<file path="src/rtl/fb_reg.sv">
// Parallel-load register with synchronous clear: reset beats load, load beats hold.
// Q is driven only by the flops, so D, LD and RST have no combinational path to it.
module fb_reg #(
  parameter int               WIDTH   = 4,
  parameter logic [WIDTH-1:0] RST_VAL = '0
) (
  input  logic [WIDTH-1:0] D,
  input  logic             CLK,
  input  logic             RST,
  input  logic             LD,
  output logic [WIDTH-1:0] Q
);

  always_ff @(posedge CLK) begin
    if (RST) begin
      Q <= RST_VAL;
    end else if (LD) begin
      Q <= D;
    end
  end

endmodule

</file>
<file path="config.mk">
export PLATFORM = sky130hd
export DESIGN_NAME = fb_reg
export DESIGN_NICKNAME = d
export VERILOG_FILES = /design/src/rtl/fb_reg.sv
export SDC_FILE = /design/constraint.sdc
export NUM_CORES = 1
export LEC_CHECK = 0
export BUFFER_PORTS_ARGS = -buffer_cell sky130_fd_sc_hd__buf_4
export CORE_AREA = 3 3 40 42
export CTS_CLUSTER_DIAMETER = 40
export CTS_CLUSTER_SIZE = 12
export DETAILED_ROUTE_END_ITERATION = 12
export DIE_AREA = 0 0 43 45
export PLACE_DENSITY_LB_ADDON = 0.08
export RECOVER_POWER = 50
export SYNTH_ARGS = -nofsm -noshare
export SYNTH_HDL_FRONTEND = slang
export SYNTH_SLANG_ARGS = --single-unit
</file>
<file path="constraint.sdc">
create_clock -name CLK -period 0.8 [get_ports CLK]
set_input_delay 0.16 -clock CLK [delete_from_list [all_inputs] [get_ports CLK]]
set_output_delay 0.16 -clock CLK [all_outputs]
set_load 0.05 [all_outputs]
</file>
==> impl_metrics.py, run 1 <==
metrics = {
    "worst_setup_path": {
        "cp_num_cells": 1,
        "path_buf_inv": 1,
        "cp.required_ps": 640,
        "cp_max_fo": 2,
        "start_kind": "register",
        "crit_type": "reg -> out",
        "path_delay_family": "flip-flops",
        "cp_cell_sequence": "buf_6",
        "worstPathArrival_ps": 710,
        "crit_path_max_incr_delay_ps": 320,
        "worst_setup_path_end_kind": "primary output",
        "slowest_stage": "dfxtp_2",
        "reg2reg_depth": 2,
    },
    "sta": {
        "hold_violations": 0,
        "fin_ws_ps": -68.6,
        "rsz0062_at_grt": "yes",
        "worst_clock_skew_ps": 0,
        "setup_viol": 4,
        "maxSlewViolCount": 0,
        "tightest_slew_ps": 137,
        "fin_crit_sh": 1.09,
        "period_minus_slack_ps": 869,
        "fmax_mhz": 1150,
        "slew_headroom": 0.906,
    },
    "layout": {
        "n_antenna_cell": 0,
        "syn_to_final_growth_pct": 102,
        "multiInputGateArea_um2": 55.1,
        "finalNetCount": 34,
        "layout-drive-gt1-share": 0.680,
        "largest-register": "Q",
        "largest_reg_flops": 4,
        "reg_top3": "Q: 4 flops",
        "fillCellCount": 145,
        "seqCellArea_um2": 85.1,
        "stdcell_count": 40,
        "fin_area_um2": 283,
    },
    "placement": {
        "portBuffers": 10,
        "gp_congestion": 0.631,
        "placed_cells": 37,
        "post_dp_cell_area_um2": 234,
    },
    "pwr": {
        "p_leak_nw": 0.136,
        "power_density_mw_per_mm2": 2100,
        "vdd_drop_max_mv": 0.627,
        "total_power_w": 0.000593,
    },
    "drt": {
        "wl_per_cell_um": 9.18,
        "postRouteAntennaNets": 0,
        "drcViolationCount": 0,
        "routed_wirelength_um": 367,
        "drtPass1Iterations": 1,
        "drtIter0Drc": 0,
        "via_per_inst": 3.58,
        "route.vias.total": 143,
    },
    "floorplanning": {
        "die_h_um": 45,
        "num_io_pins": 11,
        "die-area_mm2": 0.00194,
        "num_rows": 13,
        "core_mm2": 0.00128,
        "die_w_um": 43,
        "start_util": 0.109,
    },
    "outcome": {
        "status": "complete, but fails checks",
        "failed_checks": "setup timing",
    },
    "global_route": {
        "grtUsageTotal": 0.0568,
        "antenna_found_initial": 0,
        "globalRoute.busiestLayer": "met3",
        "grt_use_met3": 0.0757,
        "use_met2": 0.0599,
        "grt_pass1_vias": 147,
        "grt_overflow": 0,
        "grt_pass1_wl_um": 634,
        "grt_max_degree": 5,
        "use_met1": 0.0485,
    },
    "worst_hold_path": {
        "hold_depth": 2,
        "worstHoldPathType": "in -> reg",
    },
    "synthesis": {
        "synthDistinctLibCells": 4,
        "synthCells": 13,
        "synthTopCellsByArea": "dfxtp_1, mux2i_1, nor2_1, clkbuf_2",
        "post-synth-top-area-cell": "dfxtp_1",
        "synth_seq_cells": 4,
        "ys_seq_area_frac": 0.571,
        "synth_area_per_cell_um2": 10.8,
        "synthesis.nets": 20,
        "netlist.area_leader.share": 0.571,
        "ys.warnings.count": 0,
        "mappedNetlistArea_um2": 140,
    },
    "clock_tree": {
        "numCtsBuffers": 3,
        "insertion_delay_ps": 230,
        "htreeDepth": 1,
        "clockBufferDepth": 2,
        "clockRootBuffer": "clkbuf_4",
        "path_clk_slew_ps": 40,
        "cts_num_sinks": 4,
        "cts_tree": "yes",
    },
    "job": {
        "drv_cap": 0,
    },
}
cell usage in the layout (no fill, tap or decap):
cell and count:
buf_4 6, dfxtp_2 4, mux2i_1 4, nor2_1 4, clkbuf_4 3, buf_8 3, buf_6 1
Yosys cell counts:
cell type,instances
clkbuf_2,1
dfxtp_1,4
mux2i_1,4
nor2_1,4
layout make-up:
type	instances	share of cell area
clock buffers	3	0.0796
repair buffers	10	0.358
flip-flops and latches	4	0.301
well taps	15	0.0664
multi-input cells	8	0.195
repair_timing:
item                       CTS  global route
setup endpoints to repair    4             4
gates resized for setup      5             2
hold buffers                 0             0
setup buffers                0             0
stage by stage:
step / worst slack (ps) / hold slack [ps] / setup TNS, ps / utilization
after floorplan: 84.3 / 225 / 0 / -
after global placement: 147 / 355 / 0 / 0.182
after detailed placement: 147 / 354 / 0 / 0.182
after CTS: -85.1 / 102 / -328 / 0.214
after global routing: -100 / 99.5 / -389 / 0.220
final: -68.6 / 109 / -268 / 0.220
worst paths after layout:
| check | from | to | slack (ps) |
|---|---|---|---|
| min | RST | Q[2] | 110 |
| min reg2reg | Q[0] | Q[0] | 500 |
| max | Q[3] | Q[3] | -70 |
| max reg2reg | Q[2] | Q[2] | 190 |
power breakdown:
group          internal [W]  total, W  switching [W]
registers          0.000215  0.000224     0.00000925
clock network      0.000168  0.000247      0.0000798
logic             0.0000588  0.000121      0.0000625
total              0.000442  0.000593       0.000152
cells by family after synthesis:
kind of cell           after synthesis  share of synthesized area
multiplexers                         4                      0.286
buffers and inverters                1                     0.0357
flip-flops                           4                      0.571
AND/OR/NAND/NOR                      4                      0.107
per-layer routing:
metal,share of wire,routed length (um)
met2,0.41,151
met5,0,0
met3,0.17,61
met4,0.025,9
met1,0.40,145
Power figures use the tool's default switching activity.
==> run 2, diff against run 1 <==
- ABC_AREA: unset -> 0
- clock period: 0.8 -> 1.1 ns (I/O delays scaled with it)
==> impl_metrics.py, run 2 (synthesis results as in run 1) <==
metrics = {
    "floorplanning": {
        "num_rows": 13,
        "num_io_pins": 11,
        "die-area_mm2": 0.00194,
        "start_util": 0.109,
        "die_w_um": 43,
        "die_h_um": 45,
        "core_mm2": 0.00128,
    },
    "layout": {
        "layout-drive-gt1-share": 0.520,
        "fin_area_um2": 251,
        "final_cell_mix": "buf_4, dfxtp_1, mux2i_1, nor2_1, clkbuf_4",
        "finalNetCount": 34,
        "final_common_cell": "buf_4",
        "syn_to_final_growth_pct": 79.5,
        "reg_top3": "Q: 4 flops",
        "largest_reg_flops": 4,
        "n_antenna_cell": 0,
        "largest-register": "Q",
    },
    "sta": {
        "rsz0062_at_grt": "no",
        "hold_violations": 0,
        "fmax_mhz": 1040,
        "period_minus_slack_ps": 961,
        "slew_headroom": 0.910,
        "fin_crit_sh": 0.874,
        "tightest_slew_ps": 131,
        "worst_clock_skew_ps": 0,
        "maxSlewViolCount": 0,
        "finalSetupTns_ps": 0,
        "setup_viol": 0,
    },
    "drt": {
        "wl_met3_um": 78,
        "drcViolationCount": 0,
        "drtPass1Iterations": 2,
        "wl_per_cell_um": 8.25,
        "wl_met1_um": 112,
        "maxUsedRoutingLayer": "met3",
        "route.vias.total": 135,
        "drtIter0Drc": 1,
        "wl_met2_um": 139,
        "postRouteAntennaNets": 0,
        "via_per_inst": 3.38,
        "routed_wirelength_um": 330,
    },
    "pwr": {
        "power.share.combinational": 0.190,
        "seqPwrFrac": 0.388,
        "intPower_w": 0.000309,
        "p_sw_w": 0.0000998,
        "total_power_w": 0.000408,
        "power_density_mw_per_mm2": 1620,
        "clockPowerShare": 0.422,
        "p_leak_nw": 0.128,
        "swShare": 0.244,
        "vdd_drop_max_mv": 0.574,
    },
    "worst_setup_path": {
        "r2r-end": "Q[1]",
        "slowest_stage": "dfxtp_1",
        "cp_max_fo": 2,
        "reg2reg_depth": 2,
        "worstReg2RegStart": "Q[1]",
        "startpoint": "Q[3]",
        "cp.required_ps": 880,
        "crit_path_max_incr_delay_ps": 320,
        "path_buf_inv": 1,
        "crit_type": "reg -> out",
        "worst_setup_path_end_kind": "primary output",
        "path_delay_family": "flip-flops",
        "cp_num_cells": 1,
        "start_kind": "register",
        "crit_path_end": "Q[3]",
        "cp_cell_sequence": "buf_4",
        "worstPathArrival_ps": 740,
        "ff2ff_setup_slack_ps": 510,
    },
    "worst_hold_path": {
        "worstHoldPathType": "in -> reg",
    },
    "clock_tree": {
        "path_clk_slew_ps": 30,
        "clockBufferDepth": 2,
        "post_cts_buffers": 0,
        "numCtsBuffers": 3,
        "clockRootBuffer": "clkbuf_4",
        "cts_tree": "yes",
        "cts_num_sinks": 4,
        "insertion_delay_ps": 230,
        "cts_hold_buf": 0,
        "htreeDepth": 1,
        "cts_resized": 0,
    },
    "global_route": {
        "grtUsageTotal": 0.0449,
        "grt_overflow": 0,
        "grt_pass1_wl_um": 503,
        "grt_pass1_vias": 127,
        "antenna_found_initial": 0,
        "grt_max_degree": 5,
    },
    "placement": {
        "gp_congestion": 0.605,
        "portBuffers": 10,
        "post_dp_cell_area_um2": 229,
    },
    "outcome": {
        "status": "completed",
    },
    "job": {
        "drv_cap": 0,
    },
}
run 2: changes by cell type in the layout (fill, tap and decap cells not counted):
cell | previous run | this run
dfxtp_2 | 4 | 0
buf_6 | 1 | 0
buf_4 | 6 | 10
buf_8 | 3 | 0
dfxtp_1 | 0 | 4
run 2: worst min path at each step:
stage,startpoint,cells after the start,endpoint,slack [ps]
floorplan,RST,1,Q[0],290
global route,RST,2,Q[0],180
finish,RST,2,Q[0],180
detailed placement,RST,2,Q[3],420
CTS,RST,2,Q[0],170
global placement,RST,2,Q[0],420
run 2: metrics by stage:
step	cells	setup slack, ps	util	hold WS [ps]
after floorplan	13	218	-	292
after global placement	37	374	0.178	420
after detailed placement	37	372	0.178	420
after CTS	40	122	0.196	173
after global routing	40	85.5	0.196	180
final	40	139	0.196	179
run 2: cell type report:
cell class                 count  area (um^2)
timing repair buffer          10         75.1
clock buffer                   3         22.5
tap                           15         18.8
multi-input combinational      8         55.1
sequential                     4         80.1
fill                         136         1030
run 2: per-layer routing:
layer | GRT usage | up-vias
li1 | - | 67
met1 | 0.0361 | 58
met2 | 0.0479 | 10
met3 | 0.0677 | 0
met4 | 0.0361 | 0
met5 | 0 | -
run 2: power by group through the flow:
stage	combinational, W	sequential [W]	clock [W]
CTS	0.0000790	0.000159	0.000186
floorplan	0.0000161	0.000191	0
global placement	0.0000785	0.000160	0
finish	0.0000776	0.000159	0.000172
detailed placement	0.0000787	0.000161	0
global route	0.0000823	0.000160	0.000193
==> run 3, diff against run 2 <==
==> constraint.sdc (replaced) <==
create_clock -name CLK -period 1.1 [get_ports CLK]
set_input_delay 0.055 -clock CLK [delete_from_list [all_inputs] [get_ports CLK]]
set_output_delay 0.055 -clock CLK [all_outputs]
set_load 0.05 [all_outputs]
==> impl_metrics.py, run 3 (synthesis results as in run 1) <==
metrics = {
    "clock_tree": {
        "insertion_delay_ps": 230,
        "clockBufferDepth": 2,
        "cts_hold_buf": 0,
        "htreeDepth": 1,
        "cts_resized": 0,
        "cts_tree": "yes",
        "post_cts_buffers": 0,
        "cts_num_sinks": 4,
        "clockRootBuffer": "clkbuf_4",
        "numCtsBuffers": 3,
        "path_clk_slew_ps": 40,
    },
    "drt": {
        "drtIter0Drc": 3,
        "wl_per_cell_um": 8.45,
        "postRouteAntennaNets": 0,
        "via_per_inst": 3.60,
        "drcViolationCount": 0,
        "routed_wirelength_um": 338,
        "drtPass1Iterations": 2,
        "route.vias.total": 144,
    },
    "worst_setup_path": {
        "worstReg2RegStart": "Q[1]",
        "cp_cell_sequence": "buf_4",
        "worst_setup_path_end_kind": "primary output",
        "path_delay_family": "flip-flops",
        "slowest_stage": "dfxtp_1",
        "startpoint": "Q[2]",
        "worstPathArrival_ps": 750,
        "cp.required_ps": 1040,
        "crit_type": "reg -> out",
        "start_kind": "register",
        "cp_max_fo": 2,
        "crit_path_max_incr_delay_ps": 320,
        "path_buf_inv": 1,
    },
    "pwr": {
        "p_leak_nw": 0.128,
        "vdd_drop_max_mv": 0.820,
        "seqPwrFrac": 0.382,
        "power.share.combinational": 0.189,
        "intPower_w": 0.000309,
        "clockPowerShare": 0.429,
        "p_sw_w": 0.000105,
        "power_density_mw_per_mm2": 1650,
        "swShare": 0.254,
    },
    "job": {
        "drv_cap": 0,
    },
    "sta": {
        "rsz0062_at_grt": "no",
        "period_minus_slack_ps": 803,
        "hold_violations": 0,
        "fin_crit_sh": 0.730,
        "slew_headroom": 0.906,
        "whs_ps": 14.7,
        "fmax_mhz": 1250,
        "setup_viol": 0,
        "maxSlewViolCount": 0,
        "tightest_slew_ps": 137,
        "fin_ws_ps": 297,
        "worst_clock_skew_ps": 0,
        "finalSetupTns_ps": 0,
    },
    "worst_hold_path": {
        "hold_path_startpoint": "RST",
        "worstHoldPathType": "in -> reg",
    },
    "global_route": {
        "grt_pass1_vias": 108,
        "grt_pass1_wl_um": 455,
        "grtUsageTotal": 0.0400,
        "grt_overflow": 0,
        "grt_max_degree": 5,
        "antenna_found_initial": 0,
    },
    "placement": {
        "dpl_worst_slack_ps": 510,
        "gp_congestion": 0.607,
        "dp_hpwl_um": 263,
        "portBuffers": 10,
    },
    "layout": {
        "seqCellArea_um2": 80.1,
        "multiInputGateArea_um2": 55.1,
        "finalNetCount": 34,
        "final_common_cell": "buf_4",
        "largest_reg_flops": 4,
        "layout-drive-gt1-share": 0.520,
        "fillCellCount": 144,
        "reg_top3": "Q: 4 flops",
        "largest-register": "Q",
        "n_antenna_cell": 0,
        "syn_to_final_growth_pct": 79.5,
        "final_cell_mix": "buf_4, dfxtp_1, mux2i_1, nor2_1, clkbuf_4",
    },
    "floorplanning": {
        "core_mm2": 0.00128,
        "die_h_um": 45,
        "num_rows": 13,
        "die_w_um": 43,
        "start_util": 0.109,
        "num_io_pins": 11,
        "die-area_mm2": 0.00194,
    },
    "outcome": {
        "status": "completed",
    },
}
## run 3: cell counts in the layout (fill, tap and decap cells not counted)
Identical to the previous run, type by type.
## run 3: metal layers
layer	vias up	GRT usage	wire [um]
li1	67	-	-
met1	65	0.0338	118
met2	12	0.0389	128
met3	0	0.0837	91
met4	0	0	0
met5	-	0	0
## run 3: layout make-up
class                           instances  area share
Multi-Input combinational cell          8       0.219
Timing Repair Buffer                   10       0.299
Tap cell                               15      0.0746
Clock buffer                            3      0.0896
Sequential cell                         4       0.318
## run 3: path summary, 6_finish.rpt
check	endpoint	slack [ps]	cells after the start
setup / recovery	Q[2]	300	1
hold reg to reg	Q[0]	490	2
setup reg to reg	Q[1]	510	2
hold / removal	Q[0]	10	2
## run 3: power by group through the flow
stage | sequential, W | clock [W] | combinational (W)
global placement | 0.000161 | 0 | 0.0000783
finish | 0.000158 | 0.000178 | 0.0000781
floorplan | 0.000191 | 0 | 0.0000161
global route | 0.000159 | 0.000198 | 0.0000820
detailed placement | 0.000161 | 0 | 0.0000789
CTS | 0.000158 | 0.000188 | 0.0000790
## run 3: through the flow
stage	utilization	total power, W	cell area (um^2)	cells
after floorplan	-	0.000207	140	13
after global placement	0.178	0.000239	229	37
after detailed placement	0.178	0.000240	229	37
after CTS	0.196	0.000425	251	40
after global routing	0.196	0.000440	251	40
final	0.196	0.000414	251	40
